==> config.mk <==
export PLATFORM = sky130hd
export DESIGN_NAME = i2s_axis_tx
export DESIGN_NICKNAME = d
export VERILOG_FILES = /design/src/rtl/i2s_pkg.sv /design/src/rtl/i2s_clk_gen.sv /design/src/rtl/i2s_axis_tx.sv
export SDC_FILE = /design/constraint.sdc
export NUM_CORES = 1
export LEC_CHECK = 0
export CAP_MARGIN = 20
export CORE_AREA = 2 2 99 101
export DETAILED_ROUTE_END_ITERATION = 8
export DIE_AREA = 0 0 101 103
export GPL_TIMING_DRIVEN = 1
export PLACE_DENSITY = 0.72
export SYNTH_ARGS = -nofsm -noshare
export SYNTH_HDL_FRONTEND = slang
export SYNTH_SLANG_ARGS = --single-unit
==> constraint.sdc <==
create_clock -name axis_clk -period 3.1 [get_ports axis_clk]
set_clock_uncertainty 0.2 [all_clocks]
set_input_delay 0.31 -clock axis_clk [delete_from_list [all_inputs] [get_ports axis_clk]]
set_output_delay 0.31 -clock axis_clk [all_outputs]
set_load 0.03 [all_outputs]
==> src/rtl/i2s_pkg.sv <==
// Shared I2S constants and types for the transmit and receive paths.
// All I2S clocks are derived from one 9-bit divider of the system clock.
package i2s_pkg;

  localparam int unsigned CNT_W    = 9;
  localparam int unsigned SLOT_W   = 32;
  localparam int unsigned MCLK_BIT = 0;
  localparam int unsigned SCLK_BIT = 2;
  localparam int unsigned LRCK_BIT = 8;

  typedef enum logic {
    CHAN_LEFT  = 1'b0,
    CHAN_RIGHT = 1'b1
  } chan_e;

endpackage

==> src/rtl/i2s_clk_gen.sv <==
// Free-running divider producing mclk/sclk/lrck from flops, plus frame and bit-update
// strobes and the slot/channel that the next count value addresses.
module i2s_clk_gen
  import i2s_pkg::*;
(
  input  logic                         clk_i,
  input  logic                         rst_ni,
  output logic                         mclk_o,
  output logic                         sclk_o,
  output logic                         lrck_o,
  output logic                         frame_start_o,
  output logic                         sdout_update_o,
  output logic [LRCK_BIT-SCLK_BIT-2:0] next_slot_o,
  output logic                         next_chan_o
);

  logic [CNT_W-1:0] cnt_d, cnt_q;
  logic             mclk_q, sclk_q, lrck_q;

  always_comb begin
    cnt_d = cnt_q + CNT_W'(1);
  end

  // Clock pins come from their own flops, loaded from the next count, so they track cnt_q.
  always_ff @(posedge clk_i or negedge rst_ni) begin
    if (!rst_ni) begin
      cnt_q  <= '0;
      mclk_q <= 1'b0;
      sclk_q <= 1'b0;
      lrck_q <= 1'b0;
    end else begin
      cnt_q  <= cnt_d;
      mclk_q <= cnt_d[MCLK_BIT];
      sclk_q <= cnt_d[SCLK_BIT];
      lrck_q <= cnt_d[LRCK_BIT];
    end
  end

  assign mclk_o         = mclk_q;
  assign sclk_o         = sclk_q;
  assign lrck_o         = lrck_q;
  assign frame_start_o  = &cnt_q;
  assign sdout_update_o = &cnt_q[SCLK_BIT:0];
  assign next_slot_o    = cnt_d[LRCK_BIT-1:SCLK_BIT+1];
  assign next_chan_o    = cnt_d[LRCK_BIT];

endmodule

==> src/rtl/i2s_axis_tx.sv <==
// AXI-Stream to I2S serializer: buffers one L/R pair, loads it at each frame boundary
// and shifts it out MSB first in 32-bit I2S slots.
module i2s_axis_tx
  import i2s_pkg::*;
#(
  parameter int unsigned WIDTH_P = 24
) (
  input  logic               axis_clk,
  input  logic               axis_resetn,
  input  logic [WIDTH_P-1:0] tx_axis_c_data,
  input  logic               tx_axis_c_valid,
  output logic               tx_axis_c_ready,
  input  logic               tx_axis_c_last,
  output logic               tx_mclk,
  output logic               tx_lrck,
  output logic               tx_sclk,
  output logic               tx_sdout,
  output logic               underrun_o,
  output logic               misalign_o
);

  logic                         frame_start, sdout_update, next_chan;
  logic [LRCK_BIT-SCLK_BIT-2:0] next_slot;

  i2s_clk_gen u_clk_gen (
    .clk_i          (axis_clk),
    .rst_ni         (axis_resetn),
    .mclk_o         (tx_mclk),
    .sclk_o         (tx_sclk),
    .lrck_o         (tx_lrck),
    .frame_start_o  (frame_start),
    .sdout_update_o (sdout_update),
    .next_slot_o    (next_slot),
    .next_chan_o    (next_chan)
  );

  chan_e              expect_d, expect_q;
  logic [WIDTH_P-1:0] hold_l_d, hold_l_q, hold_r_d, hold_r_q;
  logic [WIDTH_P-1:0] frame_l_d, frame_l_q, frame_r_d, frame_r_q;
  logic               l_vld_d, l_vld_q, r_vld_d, r_vld_q;
  logic               sdout_d, sdout_q, underrun_d, underrun_q, misalign_q, run_q;
  logic               accept, wr_l, wr_r, mis_beat;
  logic [WIDTH_P-1:0] word;
  logic [SLOT_W-1:0]  slot_word;

  assign tx_axis_c_ready = run_q & ~(l_vld_q & r_vld_q);
  assign accept          = tx_axis_c_valid & tx_axis_c_ready;

  always_ff @(posedge axis_clk or negedge axis_resetn) begin
    if (!axis_resetn) expect_q <= CHAN_LEFT;
    else              expect_q <= expect_d;
  end

  // Any left beat leaves us waiting for its right partner; any right beat resets to left.
  always_comb begin
    expect_d = expect_q;
    if (accept) expect_d = tx_axis_c_last ? CHAN_LEFT : CHAN_RIGHT;
  end

  always_comb begin
    wr_l     = 1'b0;
    wr_r     = 1'b0;
    mis_beat = 1'b0;
    if (accept) begin
      unique case (expect_q)
        CHAN_LEFT: begin
          wr_l     = ~tx_axis_c_last;
          mis_beat = tx_axis_c_last;
        end
        CHAN_RIGHT: begin
          wr_l     = ~tx_axis_c_last;
          wr_r     = tx_axis_c_last;
          mis_beat = ~tx_axis_c_last;
        end
        default: ;
      endcase
    end
  end

  // Load never collides with a write: ready is low whenever the pair is full.
  always_comb begin
    hold_l_d   = hold_l_q;
    hold_r_d   = hold_r_q;
    l_vld_d    = l_vld_q;
    r_vld_d    = r_vld_q;
    frame_l_d  = frame_l_q;
    frame_r_d  = frame_r_q;
    underrun_d = 1'b0;
    if (frame_start) begin
      if (l_vld_q & r_vld_q) begin
        frame_l_d = hold_l_q;
        frame_r_d = hold_r_q;
        l_vld_d   = 1'b0;
        r_vld_d   = 1'b0;
      end else begin
        frame_l_d  = '0;
        frame_r_d  = '0;
        underrun_d = 1'b1;
      end
    end
    if (wr_l) begin
      hold_l_d = tx_axis_c_data;
      l_vld_d  = 1'b1;
    end
    if (wr_r) begin
      hold_r_d = tx_axis_c_data;
      r_vld_d  = 1'b1;
    end
  end

  // Slot word is MSB-first with a leading zero, so slot k maps to bit SLOT_W-1-k == ~k.
  always_comb begin
    word      = next_chan ? frame_r_q : frame_l_q;
    slot_word = {{(SLOT_W - WIDTH_P){1'b0}}, word} << (SLOT_W - 1 - WIDTH_P);
    sdout_d   = sdout_update ? slot_word[~next_slot] : sdout_q;
  end

  always_ff @(posedge axis_clk or negedge axis_resetn) begin
    if (!axis_resetn) begin
      hold_l_q   <= '0;
      hold_r_q   <= '0;
      l_vld_q    <= 1'b0;
      r_vld_q    <= 1'b0;
      frame_l_q  <= '0;
      frame_r_q  <= '0;
      sdout_q    <= 1'b0;
      underrun_q <= 1'b0;
      misalign_q <= 1'b0;
      run_q      <= 1'b0;
    end else begin
      hold_l_q   <= hold_l_d;
      hold_r_q   <= hold_r_d;
      l_vld_q    <= l_vld_d;
      r_vld_q    <= r_vld_d;
      frame_l_q  <= frame_l_d;
      frame_r_q  <= frame_r_d;
      sdout_q    <= sdout_d;
      underrun_q <= underrun_d;
      misalign_q <= mis_beat;
      run_q      <= 1'b1;
    end
  end

  assign tx_sdout   = sdout_q;
  assign underrun_o = underrun_q;
  assign misalign_o = misalign_q;

endmodule

* Yosys cells after proc, flatten, opt, wreduce, memory -nomap -nowiden
Index checks and enable logic that the tools add are counted.
** Operators by class
- Multipliers :: 0
- Reductions and logical operators :: 8
- Bitwise gates (word level) :: 7
- Divide/modulo/power cells :: 0
- Shifts and indexed selects :: 0
- Add/subtract/negate cells :: 1
- Mux-type cells :: 17
- Eq/ne operators :: 0
- Magnitude comparators :: 1
** Operator list (count)
- $mux W24 :: 3
- $mux W1 :: 12
- $add A9 B1 Y9 const B :: 1
- $reduce_and A9 Y1 :: 1
- $reduce_bool A2 Y1 :: 4
- $lt A5 B6 Y1 const B :: 1
- $bmux W1 S5 :: 1
- $not A5 Y5 :: 1
- $reduce_and A2 Y1 :: 2
- $and A1 B1 Y1 :: 3
- $not A1 Y1 :: 3
- $reduce_and A3 Y1 :: 1
- $pmux W1 S2 :: 1
** Word-level totals
- Logic and storage cells :: 49
- Latch bits :: 0
- ROM bits :: 0
- Memory bits (writable) :: 0
- Memories :: 0
- Bits in registers :: 115
- Input bits :: 28

* Logic depth before layout (Yosys ltp)
Gate-level depths: netlist of run 1.
- Word-level depth :: 7
- Depth in mapped cells :: 12

* Cells and area by module
From an unflattened synthesis of run 1, not the netlist that was laid out.
** Second synthesis, totals
- Cells, all modules :: 411
- Area total of the unflattened synthesis :: 4804.6 um^2
** Modules (own cells, without submodules)
- i2s_axis_tx :: area an instance 4396.7 um^2, cells an instance 378, times used 1
- i2s_clk_gen :: area an instance 407.9 um^2, cells an instance 33, times used 1

* Worst setup path after synthesis of run 1
No wires, ideal clock.
- Path kind :: register -> register
- Start :: register u_clk_gen.cnt_q[0]
- End :: register sdout_q (netlist: tx_sdout)
- Slack :: -0.033 ns
- Data arrival time :: 2.810 ns
- Cell stages (with the launch flop) :: 11
- Library setup time :: 0.123 ns
- Path through :: dfrtp_1 > ha_1 > and3_4 > and3_1 > ha_1 > clkbuf_1 > mux4_1 > a22oi_1 > a311oi_1 > o22ai_1 > a21oi_1
** Between the ends
- Word-level cells in the longest chain between the ends :: 4
** RTL lines
- start: declaration :: RTL line i2s_clk_gen.sv:17 : logic [CNT_W-1:0] cnt_d, cnt_q;
- start signal: assignment :: RTL line i2s_clk_gen.sv:32 : cnt_q <= cnt_d;
- $add A9 B1 Y9 :: RTL line i2s_clk_gen.sv:21 : cnt_d = cnt_q + CNT_W'(1);
- via next_chan :: RTL line i2s_axis_tx.sv:22 : logic frame_start, sdout_update, next_chan;
- $mux W24 :: RTL line i2s_axis_tx.sv:113 : word = next_chan ? frame_r_q : frame_l_q;
- $bmux W1 S5 :: RTL line i2s_axis_tx.sv:115 : sdout_d = sdout_update ? slot_word[~next_slot] : sdout_q;
- $mux W1 (not written as such) :: RTL line i2s_axis_tx.sv:115
- end signal: assignment :: RTL line i2s_axis_tx.sv:137 : sdout_q <= sdout_d;
- end: declaration :: RTL line i2s_axis_tx.sv:41 : logic sdout_d, sdout_q, underrun_d, underrun_q, misalign_q, run_q;
The timed path passes the listed nets, and every way through them passes these cells. The select of a mux whose other input is x is not followed.
A chain may end at the register's enable or synchronous reset.

* Worst setup path in the final report of run 1
- Start :: register u_clk_gen.cnt_q[1]
- End :: register sdout_q (netlist: tx_sdout)
The elaborated chain is that of the path after synthesis.

==> results of run 1 <==
==> final cells by class <==
class,count,share of cell area (%)
multi-input cells,225,30.7
clock buffers,11,2.59
inverters,54,3.85
flip-flops and latches,112,51.4
well taps,114,2.61
clock inverters,5,1.17
repair buffers,43,7.70
==> state kept, by name (all words and copies together) (netlist names) <==
register / count
run_q: 1
tx_sdout: 1
u_clk_gen.cnt_q: 9
misalign_o: 1
hold_r_q: 24
r_vld_q: 1
frame_r_q: 24
l_vld_q: 1
hold_l_q: 24
expect_q: 1
frame_l_q: 24
underrun_o: 1
==> Yosys cell counts (4+ instances only) <==
cell type,number
dfrtp_1,112
nand2_1,64
inv_1,52
o21ai_0,51
mux2_2,48
clkbuf_1,15
mux2i_1,12
and3_1,5
a21oi_1,4
ha_1,4
mux4_1,4
nor2_1,4
==> path summary, 6_finish.rpt <==
path	from	endpoint	slack, ps	cells after the start
setup / recovery	u_clk_gen.cnt_q[1]	tx_sdout	300	11
hold / removal	hold_r_q[0]	frame_r_q[0]	280	2
setup reg to reg	u_clk_gen.cnt_q[1]	tx_sdout	300	11
hold reg to reg	hold_r_q[0]	frame_r_q[0]	280	2
max in group asynchronous	axis_resetn	frame_r_q[6]	1630	3
min in group asynchronous	axis_resetn	underrun_o	310	2
==> placed cells by master, fill, tap and decap left out, drive strengths merged, types with 2 or more instances in the layout <==
| master | n |
|---|---|
| dfrtp | 112 |
| nand2 | 64 |
| inv | 56 |
| o21ai | 51 |
| mux2 | 48 |
| clkdlybuf4s50 | 33 |
| mux2i | 12 |
| clkbuf | 11 |
| buf | 9 |
| and3 | 6 |
| mux4 | 5 |
| nor2 | 4 |
| a21oi | 4 |
| nand3 | 4 |
| ha | 4 |
| xnor2 | 3 |
| o2111ai | 2 |
| xor2 | 2 |
| and2 | 2 |
==> what timing repair did <==
| action | in CTS | in global routing |
|---|---|---|
| hold buffers | 1 | 0 |
| setup buffers | 0 | 0 |
| endpoints found under the setup margin | 0 | 1 |
| hold endpoints to repair | 54 | 0 |
| gates resized for setup | 0 | 2 |
==> critical path: cells and delay by family (launching register included) <==
| kind | cells | cell delay, ps |
|---|---|---|
| compound gates | 4 | 630 |
| fa+ha+maj | 2 | 570 |
| buf+inv | 1 | 180 |
| flops | 1 | 420 |
| mux | 2 | 280 |
| simple gates | 2 | 390 |
==> metal layers <==
layer	vias to the layer above	global-route usage, %	part of all wire (%)
li1	1420	-	-
met1	1488	24.9	48
met2	46	30.1	48
met3	10	2.17	2.5
met4	0	7.07	1.4
met5	-	0	0
==> power by group through the flow <==
stage / logic (uW) / clock network [uW] / registers (uW)
after CTS: 72.5 / 907 / 1460
after global placement: 69.1 / 0 / 1490
final: 69.7 / 886 / 1460
after floorplan: 1.00 / 0 / 1490
after global routing: 79.5 / 971 / 1460
after detailed placement: 71.2 / 0 / 1490
==> cell families after synthesis <==
| logic type | after synthesis | share of synthesized area, % |
|---|---|---|
| buffers and inverters | 73 | 6.45 |
| other | 1 | 0.0786 |
| DFF | 112 | 58.7 |
| muxes | 65 | 16.5 |
| xor gates and xnor gates | 5 | 1.86 |
| and+or+nand+nor | 85 | 7.86 |
| adders and majority gates | 4 | 1.05 |
| AOI/OAI and AO/OA | 65 | 7.47 |
==> stage by stage <==
step | total power, uW | util [%]
floorplan | 1490 | -
global placement | 1560 | 55.3
CTS | 2440 | 57.6
finish | 2420 | 57.7
detailed placement | 1560 | 55.3
global route | 2510 | 57.7
==> results.md, run 1 <==
- Antenna diode count: 0
- RSZ-0062 raised after global routing: false
- Routed wire per std cell: 15.1 um
- Vias per std cell: 5.26
- Crit Path Class: reg -> reg
- Placed cell areas: 5230 um^2
- Crit path required time: 3160 ps
- Max-slew headroom: 52.3%
- Initial Utilization: 50.5%
- Primary FF master, synth: dfrtp_1
- Clock tree sinks: 112
- Most used cell, CP: mux2i_1
- Power per cell area: 443 nW/um^2
- CTS Buf Count: 9
- Router iterations before antenna repair: 4
- Yosys top cell by area: dfrtp_1
- Die ar.: 10400 um^2
- Largest net degree at the start of global routing: 59
- Number of flops mapped to enable cells by yosys: 0
- Pins Over Slew Limit: 0
- Final net count: 477
- CP max FO: 10
- Area share of the largest cell type after synthesis: 58.7%
- Number of global-route vias before repair: 3061
- CP arrival: 2860 ps
- Core footprint: 9460 um^2
- Crit. End Element: flop
- DP HPWL: 5.64 mm
- CTS tree: yes
- Non-filler cells, final: 564
- Sw power: 518 uW
- Tightest Pin Transition: 716 ps
- Ranking of synthesized cells by area: dfrtp_1 (59%), mux2_2 (11%), o21ai_0 (5.3%), nand2_1 (5.0%), inv_1 (4.1%)
- Synth-to-Final Area Change: 14.3%
- Layout fillers: 781
- Critical Path Max Stage Delay: 420 ps
- P_int: 1900 uW
- Synthesized area: 4770 um^2
- Startpoint Class: flop
- FP Rows: 36
- CTS clk-pin slew, worst paths: 100 ps
- Sw Ratio: 21.4%
- Setup violations, final: 0
- Fin worst setup slack: 301 ps
- Post-route DRC violation count: 0
- Seq pwr share: 60.5%
- Fin Setup TNS: 0 ps
- Die Ht: 103 um
- Area of the multi-input gates: 1680 um^2
- Worst ir drop on vdd: 198 uV
- Pre-CTS setup slack: 118 ps
- Clk network pwr share: 36.7%
- Hold WC Path Type: reg -> reg
- Gate count of the mapped netlist: 410
- Synthesis-stage register bit count: 112
- DP Cell Count: 547
- Port buffer count: 34
- Post-synthesis sequential area ratio: 58.7%
- Status: complete, no violations
- Leakage: 0.00253 uW
- Combinational share of power: 2.9%
- Layout cells sized above 1: 18.4%
- H-tree levels: 3
- Routed WL: 8.49 mm
- WHS: 285 ps
- Fin crit share: 90.3%
- Clock insertion delay at the later pin of the skew report: 370 ps
- Final worst path period need: 2800 ps
- Highest clock rate: 0.357 GHz
- Worst path slowest cell: dfrtp_1
- Initial antenna violation count: 0
- Netlist cell types: 43
- Ys async rst share: 100%
- Initial DRC Count: 155
- Routability cong.: 0.801
- Max_cap viols: 0
- Mapped Nets: 442
- Avg Inst Size Synth: 11.6 um^2
- Root Driver: clkbuf_8
- Total Routing Usage GR: 18.2%
- Final hold vios: 0
- Vias: 2964
- Clock Tree Buf Depth: 2
- Register area: 2800 um^2
- Final ANT Viol Nets: 0
- CP cell instances: ha_1 -> and3_4 -> and3_1 -> ha_4 -> buf_4 -> mux2i_1 -> mux2i_1 -> a221oi_1 -> a311oi_1 -> o22ai_1 -> a21oi_1
- GRT overflow: 0
- # IOs: 35
- Post-route design area: 5460 um^2
- Synth warn: 0
- First-pass GRT wire length: 14.8 mm
- Horiz. Die Dim: 101 um
Note: power is estimated with default switching activity, not from simulation.
==> run 2: changes to the inputs <==
==> constraint.sdc (replaced) <==
create_clock -name axis_clk -period 2.5 [get_ports axis_clk]
set_clock_uncertainty 0.2 [all_clocks]
set_input_delay 0.25 -clock axis_clk [delete_from_list [all_inputs] [get_ports axis_clk]]
set_output_delay 0.25 -clock axis_clk [all_outputs]
set_load 0.03 [all_outputs]
==> run 2 against run 1 <==
The run now ends with negative setup slack left; highest routed layer unchanged; clock power grew 39%; critical path type unchanged; hold slack lost 150 ps; sequential cell count is the same.
==> results.md, run 2 (same netlist as run 1, synthesis figures left out) <==
- Status: finished, violations left (was complete, no violations)
- Failing checks: negative setup slack
- Hold WC Path Type: in -> async (was reg -> reg)
- Tightest Pin Transition: 653 ps (was 716 ps)
- Layout cells sized above 1: 23.1% (was 18.4%)
- # IOs: 35 (unchanged)
- Die ar.: 10400 um^2 (unchanged)
- Port buffer count: 34 (unchanged)
- Worst ir drop on vdd: 355 uV (was 198 uV)
- Pins Over Slew Limit: 0 (unchanged)
- Synth-to-Final Area Change: 18.0% (was 14.3%)
- CP max FO: 5 (was 10)
- Horiz. Die Dim: 101 um (unchanged)
- DP HPWL: 5.92 mm (was 5.64 mm)
- Power per cell area: 556 nW/um^2 (was 443 nW/um^2)
- Core footprint: 9460 um^2 (unchanged)
- Routed WL: 8.80 mm (was 8.49 mm)
- Commonest non-fill, non-tap cell in the layout: dfrtp_1 (unchanged)
- Leakage: 0.00261 uW (was 0.00253 uW)
- Number of global-route vias before repair: 3178 (was 3061)
- Fin worst setup slack: -30.5 ps (was 301 ps)
- Crit path required time: 2580 ps (was 3160 ps)
- Fin crit share: 101% (was 90.3%)
- Crit. End Element: flop (unchanged)
- First-pass GRT wire length: 15.0 mm (was 14.8 mm)
- Routability cong.: 0.853 (was 0.801)
- Combinational share of power: 2.8% (was 2.9%)
- CTS tree: yes (unchanged)
- Final net count: 491 (was 477)
- Vias: 3058 (was 2964)
- Router iterations before antenna repair: 4 (unchanged)
- Final hold vios: 0 (unchanged)
- Clk network pwr share: 39.3% (was 36.7%)
- CTS Buf Count: 9 (unchanged)
- Root Driver: clkbuf_8 (unchanged)
- Crit Path Class: reg -> reg (unchanged)
- CTS clk-pin slew, worst paths: 110 ps (was 100 ps)
- Clock tree sinks: 112 (unchanged)
- Max_cap viols: 0 (unchanged)
- H-tree levels: 3 (unchanged)
- Post-route design area: 5630 um^2 (was 5460 um^2)
- Initial DRC Count: 124 (was 155)
- Setup violations, final: 1 (was 0)
- Final worst path period need: 2530 ps (was 2800 ps)
- Routed wire per std cell: 15.2 um (was 15.1 um)
- Max-slew headroom: 56.5% (was 52.3%)
- Largest net degree at the start of global routing: 58 (was 59)
- Final ANT Viol Nets: 0 (unchanged)
- Highest clock rate: 0.395 GHz (was 0.357 GHz)
- Sw power: 649 uW (was 518 uW)
- Post-route DRC violation count: 0 (unchanged)
- Total Routing Usage GR: 18.9% (was 18.2%)
- Most frequent cells in the layout: dfrtp_1 (111), nand2_1 (64), inv_1 (52) (was dfrtp_1 (112), nand2_1 (64), inv_1 (52))
- Post-Route Utilization: 59.5% (was 57.7%)
- Fin Setup TNS: -30.5 ps (was 0 ps)
- Seq pwr share: 57.9% (was 60.5%)
- Startpoint Class: flop (unchanged)
- Pre-CTS setup slack: -27.4 ps (was 118 ps)
- Initial antenna violation count: 0 (unchanged)
- CP arrival: 2610 ps (was 2860 ps)
- Sw Ratio: 20.7% (was 21.4%)
- WHS: 138 ps (was 285 ps)
- Die Ht: 103 um (unchanged)
- P_int: 2480 uW (was 1900 uW)
- GRT overflow: 0 (unchanged)
- Initial Utilization: 50.5% (unchanged)
- FP Rows: 36 (unchanged)
- Placed cell areas: 5330 um^2 (was 5230 um^2)
- Clock Tree Buf Depth: 2 (unchanged)
- Antenna diode count: 0 (unchanged)
- RSZ-0062 raised after global routing: true (was false)
- Vias per std cell: 5.29 (was 5.26)
- Clock insertion delay at the later pin of the skew report: 380 ps (was 370 ps)
## run 2: layout make-up
type	instances	area, um^2
clock buffer	11	151
clock inverter	5	86.3
fill	764	3830
inverter	54	210
multi-input combinational	225	1700
sequential	112	2800
tap	114	143
timing repair buffer	57	538
## run 2: final timing paths
kind | startpoint | to | slack, ps | cells after the start
worst max-delay path | u_clk_gen.cnt_q[0] | tx_sdout | -30 | 10
worst min-delay path | axis_resetn | expect_q | 140 | 2
worst max register to register | u_clk_gen.cnt_q[0] | tx_sdout | -30 | 10
worst min register to register | hold_l_q[15] | frame_l_q[15] | 280 | 2
max in group asynchronous | axis_resetn | u_clk_gen.cnt_q[0] | 1280 | 3
min in group axis_clk | hold_l_q[15] | frame_l_q[15] | 280 | 2
## run 2: power by group through the flow
stage	logic, uW	clock network, uW	registers (uW)
CTS	91.0	1260	1810
floorplan	1.24	0	1850
global route	99.3	1330	1810
global placement	86.6	0	1850
detailed placement	89.8	0	1850
finish	87.3	1230	1810
## run 2: stage by stage
step,total power (uW),cells
floorplan,1850,410
global placement,1930,558
detailed placement,1940,558
CTS,3160,578
global route,3240,578
finish,3130,578
## run 2: repair_timing
item	CTS	global route
hold buffers	1	0
hold endpoints to repair	30	0
gates resized for setup	3	2
pin swaps	2	2
setup endpoints to repair	1	1
buffers inserted	3	0
## run 2: metal layers
metal	routed length (um)	vias to the layer above	share of wire, %	GRT usage, %
met3	215	10	2.4	4.54
met2	4340	37	49	30.7
met4	165	0	1.9	6.86
li1	-	1452	-	-
met1	4080	1559	46	25.1
met5	0	-	0	0
## run 2: worst max-delay path, cell delays in order (launching register included)
cell and delay, ps:
dfrtp_2 440, ha_4 160, and3_4 150, and3_4 150
ha_4 280, buf_12 110, mux4_2 500, a22oi_2 170
a311oi_1 100, o22ai_1 130, a21oi_1 50
